$ cat src/rtl/mac_pipe_param_if.sv
// Operand and result handshake bundle for the pipelined MAC.
// slave is the MAC side, master is the operand source / result sink.
interface mac_pipe_param_if #(
  parameter int WIDTH     = 32,
  parameter int ACC_WIDTH = 2*WIDTH+8
);
  logic                 in_valid;
  logic                 in_ready;
  logic [WIDTH-1:0]     in_a;
  logic [WIDTH-1:0]     in_b;
  logic                 in_clear;
  logic                 in_last;
  logic                 out_valid;
  logic                 out_ready;
  logic [ACC_WIDTH-1:0] out_acc;
  logic                 out_ovf;

  modport slave (
    input  in_valid, in_a, in_b, in_clear, in_last, out_ready,
    output in_ready, out_valid, out_acc, out_ovf
  );

  modport master (
    output in_valid, in_a, in_b, in_clear, in_last, out_ready,
    input  in_ready, out_valid, out_acc, out_ovf
  );
endinterface

$ cat src/rtl/mac_pipe_param.sv
// Four-stage unsigned multiply-accumulate: split-operand partial products,
// recombine, accumulate; a last beat emits the sum on a valid/ready port.
module mac_pipe_param #(
  parameter int WIDTH     = 32,
  parameter int ACC_WIDTH = 2*WIDTH+8,
  parameter bit SATURATE  = 1'b0
) (
  input  logic clk,
  input  logic rst_n,
  mac_pipe_param_if.slave bus
);
  localparam int H   = WIDTH/2;
  localparam int PW  = 2*WIDTH;
  localparam int AW1 = ACC_WIDTH+1;

  logic en, accept;
  logic v1, v2, v3;
  logic c1, c2, c3;
  logic l1, l2, l3;
  logic [WIDTH-1:0] a1, b1;
  logic [WIDTH-1:0] pp_ll, pp_hl, pp_lh, pp_hh;
  logic [PW-1:0] p_c, p3;
  logic [ACC_WIDTH-1:0] acc, base, res, out_acc;
  logic [AW1-1:0] sum;
  logic sticky, ovf_now, stk;
  logic out_valid, out_ovf;

  // Whole pipe freezes only while a result sits unaccepted.
  assign en     = !(out_valid && !bus.out_ready);
  assign accept = bus.in_valid && en;

  assign bus.in_ready  = en;
  assign bus.out_valid = out_valid;
  assign bus.out_acc   = out_acc;
  assign bus.out_ovf   = out_ovf;

  assign p_c = PW'(pp_ll)
             + (PW'(pp_hl) << H)
             + (PW'(pp_lh) << H)
             + (PW'(pp_hh) << WIDTH);

  always_comb begin
    base    = c3 ? '0 : acc;
    sum     = {1'b0, base} + AW1'(p3);
    ovf_now = sum[ACC_WIDTH];
    res     = (SATURATE && ovf_now) ? '1 : sum[ACC_WIDTH-1:0];
    stk     = (c3 ? 1'b0 : sticky) | ovf_now;
  end

  always_ff @(posedge clk or negedge rst_n) begin
    if (!rst_n) begin
      v1 <= 1'b0;
      c1 <= 1'b0;
      l1 <= 1'b0;
      a1 <= '0;
      b1 <= '0;
    end else if (en) begin
      v1 <= accept;
      if (accept) begin
        a1 <= bus.in_a;
        b1 <= bus.in_b;
        c1 <= bus.in_clear;
        l1 <= bus.in_last;
      end
    end
  end

  always_ff @(posedge clk or negedge rst_n) begin
    if (!rst_n) begin
      v2    <= 1'b0;
      c2    <= 1'b0;
      l2    <= 1'b0;
      pp_ll <= '0;
      pp_hl <= '0;
      pp_lh <= '0;
      pp_hh <= '0;
    end else if (en) begin
      v2    <= v1;
      c2    <= c1;
      l2    <= l1;
      pp_ll <= WIDTH'(a1[H-1:0])     * WIDTH'(b1[H-1:0]);
      pp_hl <= WIDTH'(a1[WIDTH-1:H]) * WIDTH'(b1[H-1:0]);
      pp_lh <= WIDTH'(a1[H-1:0])     * WIDTH'(b1[WIDTH-1:H]);
      pp_hh <= WIDTH'(a1[WIDTH-1:H]) * WIDTH'(b1[WIDTH-1:H]);
    end
  end

  always_ff @(posedge clk or negedge rst_n) begin
    if (!rst_n) begin
      v3 <= 1'b0;
      c3 <= 1'b0;
      l3 <= 1'b0;
      p3 <= '0;
    end else if (en) begin
      v3 <= v2;
      c3 <= c2;
      l3 <= l2;
      p3 <= p_c;
    end
  end

  always_ff @(posedge clk or negedge rst_n) begin
    if (!rst_n) begin
      acc     <= '0;
      sticky  <= 1'b0;
      out_acc <= '0;
      out_ovf <= 1'b0;
    end else if (en && v3) begin
      if (l3) begin
        out_acc <= res;
        out_ovf <= stk;
        acc     <= '0;
        sticky  <= 1'b0;
      end else begin
        acc     <= res;
        sticky  <= stk;
      end
    end
  end

  // A fresh emit wins over consumption of the previous result.
  always_ff @(posedge clk or negedge rst_n) begin
    if (!rst_n) begin
      out_valid <= 1'b0;
    end else if (en && v3 && l3) begin
      out_valid <= 1'b1;
    end else if (out_valid && bus.out_ready) begin
      out_valid <= 1'b0;
    end
  end
endmodule
$ cat src/flat_wrapper.sv
// flat-port wrapper written by rule: the top's interface ports become plain ports
module mac_pipe_param_flat 
#(
  parameter int WIDTH     = 32,
  parameter int ACC_WIDTH = 2*WIDTH+8,
  parameter bit SATURATE  = 1'b0
)
  (clk, rst_n, bus_in_valid, bus_in_a, bus_in_b, bus_in_clear, bus_in_last, bus_out_ready, bus_in_ready, bus_out_valid, bus_out_acc, bus_out_ovf);
  mac_pipe_param_if #(.WIDTH(WIDTH), .ACC_WIDTH(ACC_WIDTH)) bus_i ();
  input  logic clk;
  input  logic rst_n;
  input wire logic [$bits(bus_i.in_valid)-1:0] bus_in_valid;
  input wire logic [$bits(bus_i.in_a)-1:0] bus_in_a;
  input wire logic [$bits(bus_i.in_b)-1:0] bus_in_b;
  input wire logic [$bits(bus_i.in_clear)-1:0] bus_in_clear;
  input wire logic [$bits(bus_i.in_last)-1:0] bus_in_last;
  input wire logic [$bits(bus_i.out_ready)-1:0] bus_out_ready;
  output wire logic [$bits(bus_i.in_ready)-1:0] bus_in_ready;
  output wire logic [$bits(bus_i.out_valid)-1:0] bus_out_valid;
  output wire logic [$bits(bus_i.out_acc)-1:0] bus_out_acc;
  output wire logic [$bits(bus_i.out_ovf)-1:0] bus_out_ovf;
  assign bus_i.in_valid = bus_in_valid;
  assign bus_i.in_a = bus_in_a;
  assign bus_i.in_b = bus_in_b;
  assign bus_i.in_clear = bus_in_clear;
  assign bus_i.in_last = bus_in_last;
  assign bus_i.out_ready = bus_out_ready;
  assign bus_in_ready = bus_i.in_ready;
  assign bus_out_valid = bus_i.out_valid;
  assign bus_out_acc = bus_i.out_acc;
  assign bus_out_ovf = bus_i.out_ovf;
  mac_pipe_param #(.WIDTH(WIDTH), .ACC_WIDTH(ACC_WIDTH), .SATURATE(SATURATE)) u_core (.clk(clk), .rst_n(rst_n), .bus(bus_i));
endmodule
$ cat config.mk
export PLATFORM = sky130hd
export DESIGN_NAME = mac_pipe_param_flat
export DESIGN_NICKNAME = d
export VERILOG_FILES = /design/src/rtl/mac_pipe_param_if.sv /design/src/rtl/mac_pipe_param.sv /design/src/flat_wrapper.sv
export SDC_FILE = /design/constraint.sdc
export NUM_CORES = 2
export LEC_CHECK = 0
export BUFFER_PORTS_ARGS = -buffer_cell sky130_fd_sc_hd__buf_2
export CORE_MARGIN = 10
export CORE_UTILIZATION = 30
export DETAILED_ROUTE_END_ITERATION = 12
export GPL_TIMING_DRIVEN = 0
export PLACE_DENSITY = 0.47
export SLEW_MARGIN = 25
export SYNTH_ARGS = -nofsm -noshare
export SYNTH_HDL_FRONTEND = slang
export SYNTH_SLANG_ARGS = --single-unit
$ cat constraint.sdc
create_clock -name clk -period 7.09 [get_ports clk]
set_input_delay 0.3545 -clock clk [delete_from_list [all_inputs] [get_ports clk]]
set_output_delay 0.3545 -clock clk [all_outputs]
set_load 0.005 [all_outputs]
Word-level counts from Yosys, hierarchy flattened
Cells that the tools add are included.
{"block": "totals", "latchBits": 0, "ramBits": 0, "out_inout_bits": 75, "rom_bits": 0, "in_bits": 70, "regBits": 412, "memories": 0}
{"block": "classes", "add_sub_neg": 4, "mux": 6, "n_reduce_logical": 10, "n_lt_le_gt_ge": 0, "multipliers": 4, "shift": 0, "n_eq_ne": 0, "bitwise_logic": 2, "n_div": 0}
{"operator": "$mux 72", "count": 2}
{"operator": "$mul 16x16->32", "count": 4}
{"operator": "$add 72x64->73", "count": 1}
{"operator": "$add 64x48->64", "count": 1}
{"operator": "$add 64x64->64", "count": 1}
{"operator": "$add 32x48->49", "count": 1}
{"operator": "$logic_and 1x1->1", "count": 5}
{"operator": "$mux 1", "count": 4}
{"operator": "$reduce_and 2->1", "count": 2}
{"operator": "$logic_not 1->1", "count": 2}
{"operator": "$reduce_bool 2->1", "count": 1}
{"operator": "$not 1->1", "count": 1}
{"operator": "$or 1x1->1", "count": 1}

Logic depth before layout (Yosys ltp)
{"block": "depth", "word_depth": 6, "ltp_mapped": 27, "ltp_nobuf": 26}

Least setup slack after synthesis
OpenSTA, ideal clock, no wires.
{"block": "synth_timing", "path_kind": "reg2reg", "from": "register u_core.a1[13]", "to": "register u_core.pp_lh[31]", "path_stages_with_launch": 24, "arrival_time_ns": 6.332, "path_slack_ns": 0.621, "t_required_ns": 6.953, "period_less_slack_ns": 6.469, "path_cell_list": "dfrtp_1 > clkbuf_1 > and2_1 > fa_1 > inv_1 > fa_1 > fa_1 > inv_1 > fa_1 > fa_1 > inv_1 > fa_1 > inv_1 > ha_1 > o21a_1 > or4_1 > o311ai_1 > o21ai_1 > a221o_1 > o31a_1 > or4_1 > a31oi_1 > xnor2_1 > a21oi_1"}
{"block": "synth_via", "elab_chain_len": 1}
{"item": "start, declared", "line_no": "mac_pipe_param.sv:20", "rtl": "logic [WIDTH-1:0] a1, b1;"}
{"item": "start signal, assigned", "line_no": "mac_pipe_param.sv:60", "rtl": "a1 <= bus.in_a;"}
{"item": "$mul 16x16->32", "line_no": "mac_pipe_param.sv:83", "rtl": "pp_lh <= WIDTH'(a1[H-1:0]) * WIDTH'(b1[WIDTH-1:H]);"}
{"item": "end signal, assigned", "line_no": "mac_pipe_param.sv:83"}
{"item": "end, declared", "line_no": "mac_pipe_param.sv:21", "rtl": "logic [WIDTH-1:0] pp_ll, pp_hl, pp_lh, pp_hh;"}
Every way passes these cells.
A chain may end at the register's enable or synchronous reset.

Final worst setup path
{"block": "layout_timing", "from": "register u_core.a1[7]", "to": "register u_core.pp_lh[31]"}
Same word-level chain as after synthesis.

==> impl_results.md <==
- Global-route congestion overflow total: 0
- Multiplexer share of the synthesized area: 0.02356
- IO Port Bufs: 144
- Post-synthesis async set-or-reset flop share: 1.000
- Final critical-path setup slack: -0.01972 ns
- Top cell family by delay on the critical path: adder cells
- Critical path cell sequence: clkbuf_16, buf_4, nand2_1, fa_1, fa_1, inv_1, fa_1, fa_1, fa_1, inv_1, fa_1, inv_1, ha_1, o21a_1, or4_4, o311ai_4, o21ai_4, a221o_2, o31a_1, or4_4, a31oi_4, xnor2_4, a21oi_1
- Placeable core area: 0.1860 mm²
- Maximum fanout along the worst path: 7
- Largest net degree at the start of global routing: 88
- Via density per instance: 4.885
- Residual DRC: 0
- Avg Cell Area, Syn: 8.986 µm²
- Minimum clock period after layout: 7.110 ns
- Endpoint arrival time on the critical path: 7.61 ns
- Basic-gate share of the synthesized area counting and, or, nand and nor cells: 0.1632
- Critical Path Sink Type: flop
- Total number of vias: 44,500
- Xor/xnor share of the synthesized area: 0.03843
- I/O pin total: 145
- Cell with the largest stage delay on the worst path: sky130_fd_sc_hd__fa_1
- Final Net Count: 7,995
- GRT Util Overall: 0.2034
- Detailed-routing iteration count for the pre-antenna-repair pass: 5
- Clock slew seen by the registers of the worst setup and hold paths: 0.06 ns
- Leading post-synthesis cells by cell area: sky130_fd_sc_hd__fa_1 28%, sky130_fd_sc_hd__dfrtp_1 18%, sky130_fd_sc_hd__ha_1 12%
- Largest area contributor in the netlist: sky130_fd_sc_hd__fa_1
- CP required: 7.59 ns
- CTS buffer count: 51
- Drt total wl: 211,600 µm
- Number of synthesized flops with an enable pin: 0
- Post-Synthesis Cell Area: 0.05630 mm²
- Initial standard-cell utilization of the core: 0.3026
- Path type of the worst min-delay path: in -> async
- Number of cells traversed by the worst register-to-register path: 23
- Via count of the first global-routing pass: 46,200
- Relative slew margins: 0.3100
- TritonCTS clock tree: built
- Skew final: 0.05792 ns
- Number of DRC markers in iteration 0: 2,938
- Largest buffer count on any clock path: 3
- CTS HTree Levels: 2
- Maximum frequency from static timing analysis: 0.1407 GHz
- Netlist cell types: 76
- Largest incremental delay on the critical path: 0.58 ns
- Post-synthesis share of cell area spent on full adders, half adders and majority gates: 0.4041
- # Max-Cap Violations: 0
- Initial antenna violation count: 7
- Final worst path period share: 1.003
- Bufs and invs on worst path: 5
- Hold Vio Cnt, Final: 0
- Net count after synthesis: 7,676
- Unrepaired setup endpoints after global routing: true
- Drt wl/cell: 23.22 µm
- Chip width: 453.2 µm
- Synthesis warning total: 0
- Clk sinks: 412
- Slew of the pin with the lowest slew margin: 1.035 ns
- Antenna violation net count after detailed routing: 0
- Gp weighted congestion: 0.9580
- Global-route wire length before repair: 312,200 µm
- Detailed Place HPWL: 174,400 µm
- Yosys top cell area share: 0.2827
- Core Rows: 158
- # setup viols final: 1
- Fraction of final layout cells sized beyond drive strength 1: 0.1086
- Sequential-to-total area share from yosys stat: 0.1831
- Number of instances in the synthesized netlist: 6,265
- DIE HEIGHT: 453.2 µm
- Dominant combinational cell family by area after synthesis: adder cells
- Final-layout setup total negative slack: -0.01972 ns
- Cell seen most often among critical-path stages: sky130_fd_sc_hd__fa_1
- Crit path kind: reg -> reg
- Share of the synthesized area in compound gates (AO/OA/AOI/OAI): 0.09970
- Most used DFF post-synth: sky130_fd_sc_hd__dfrtp_1
- Area growth, synth to finish: 15.08%
- Count of pins over their slew limit: 0
- Cell count along the critical path: 23
- Result of the run: complete, but fails checks
- Hold Slack: 0.2089 ns
- Clock Latency Late Sink: 0.69 ns
- Clock Tree Root: sky130_fd_sc_hd__clkbuf_16
- Number of synthesized register bits: 412
- Violated checks: setup timing
- Die area: 0.2054 mm²
- Startpoint kind of the worst setup timing path: flop
- Utilization of the core after routing: 0.3483
## cell families (layout without fill, tap and decap cells)
logic type,after synthesis,after routing
buffers and inverters,1318,1673
and+or+nand+nor,1939,1939
muxes,118,118
DFF,412,412
adders and majority gates,1341,1341
other,0,9
AOI/OAI and AO/OA,890,890
xor gates and xnor gates,247,247
## Yosys cell counts (all sizes together) (99+ instances only)
library cell,n
a21o,99
nand2,960
inv,1003
mux2,116
o21ai,235
and2,467
nor2,195
xnor2,132
clkbuf,311
a21oi,268
ha,546
dfrtp,412
xor2,115
fa,795
## timing repair
action / 4_1_cts / 5_1_grt
buffers inserted: 24 / 28
pin swaps: 12 / 42
hold endpoints to repair: 116 / 0
setup endpoints to repair: 54 / 32
hold buffers: 67 / 0
gates resized for setup: 402 / 191
## sequential cells by signal (all words and copies together) (netlist names), 32 cells and up
name / count
u_core.b1: 32
u_core.bus.out_acc: 72
u_core.pp_hl: 32
u_core.p3: 64
u_core.pp_lh: 32
u_core.pp_hh: 32
u_core.pp_ll: 32
u_core.acc: 72
u_core.a1: 32
## cells in the final DEF (no fill, tap or decap), types with 41 or more instances in the layout
cell,instances
sky130_fd_sc_hd__a21o_1,99
sky130_fd_sc_hd__a21oi_1,259
sky130_fd_sc_hd__a22o_1,49
sky130_fd_sc_hd__and2_1,463
sky130_fd_sc_hd__buf_2,160
sky130_fd_sc_hd__buf_4,75
sky130_fd_sc_hd__clkbuf_1,136
sky130_fd_sc_hd__clkbuf_16,58
sky130_fd_sc_hd__clkbuf_2,44
sky130_fd_sc_hd__clkbuf_4,46
sky130_fd_sc_hd__dfrtp_1,370
sky130_fd_sc_hd__dlygate4sd3_1,67
sky130_fd_sc_hd__fa_1,789
sky130_fd_sc_hd__ha_1,540
sky130_fd_sc_hd__inv_1,1000
sky130_fd_sc_hd__mux2_2,115
sky130_fd_sc_hd__nand2_1,958
sky130_fd_sc_hd__nand4_1,41
sky130_fd_sc_hd__nor2_1,193
sky130_fd_sc_hd__nor2b_1,94
sky130_fd_sc_hd__o21ai_0,199
sky130_fd_sc_hd__xnor2_1,128
sky130_fd_sc_hd__xor2_1,103
## routing by layer
layer,vias up,share of wire,track usage
li1,20430,-,-
met1,22480,0.44,0.2772
met2,1323,0.45,0.3256
met3,262,0.069,0.03621
met4,0,0.039,0.06556
met5,-,0,0
## path summary, 6_finish.rpt
path                                  from                     end  slack, ns
max                           u_core.a1[7]        u_core.pp_lh[31]      -0.02
min                                  rst_n  u_core.bus.out_acc[35]       0.21
max reg2reg                   u_core.a1[7]        u_core.pp_lh[31]      -0.02
min reg2reg                u_core.pp_ll[3]            u_core.p3[3]       0.47
max in group asynchronous            rst_n           u_core.a1[29]       5.64
min in group clk              bus_in_a[14]           u_core.a1[14]       0.42
## metrics by stage
step	area [µm²]	instances	setup WS, ns
floorplan	56300	6265	0.6208
global placement	60120	8889	-3.622
detailed placement	60340	8896	-1.358
CTS	64120	9076	-0.04127
global route	64760	9100	-0.1315
finish	64790	9109	-0.01972
## area by class of cell
class / count / area (µm²)
Fill cell: 19300 / 121200
Multi-Input combinational cell: 4535 / 41720
Sequential cell: 412 / 10380
Inverter: 1003 / 3765
Tap cell: 2480 / 3103
Buffer: 311 / 2061
Timing Repair Buffer: 270 / 2009
Clock buffer: 66 / 1383
Clock inverter: 23 / 350.3
Antenna cell: 9 / 22.52
## worst reg2reg max path, cell delays in order, from the launching register on
cell	delay, ns
sky130_fd_sc_hd__dfrtp_2	0.55
sky130_fd_sc_hd__clkbuf_16	0.25
sky130_fd_sc_hd__buf_4	0.12
sky130_fd_sc_hd__nand2_1	0.06
sky130_fd_sc_hd__fa_1	0.40
sky130_fd_sc_hd__fa_1	0.54
sky130_fd_sc_hd__inv_1	0.05
sky130_fd_sc_hd__fa_1	0.58
sky130_fd_sc_hd__fa_1	0.49
sky130_fd_sc_hd__fa_1	0.51
sky130_fd_sc_hd__inv_1	0.05
sky130_fd_sc_hd__fa_1	0.48
sky130_fd_sc_hd__inv_1	0.05
sky130_fd_sc_hd__ha_1	0.32
sky130_fd_sc_hd__o21a_1	0.21
sky130_fd_sc_hd__or4_4	0.43
sky130_fd_sc_hd__o311ai_4	0.11
sky130_fd_sc_hd__o21ai_4	0.12
sky130_fd_sc_hd__a221o_2	0.40
sky130_fd_sc_hd__o31a_1	0.27
sky130_fd_sc_hd__or4_4	0.44
sky130_fd_sc_hd__a31oi_4	0.20
sky130_fd_sc_hd__xnor2_4	0.20
sky130_fd_sc_hd__a21oi_1	0.12
Power is left out: the tool's default activity adds up to more than one toggle a clock period on the data nets, which glitch-free logic cannot reach.
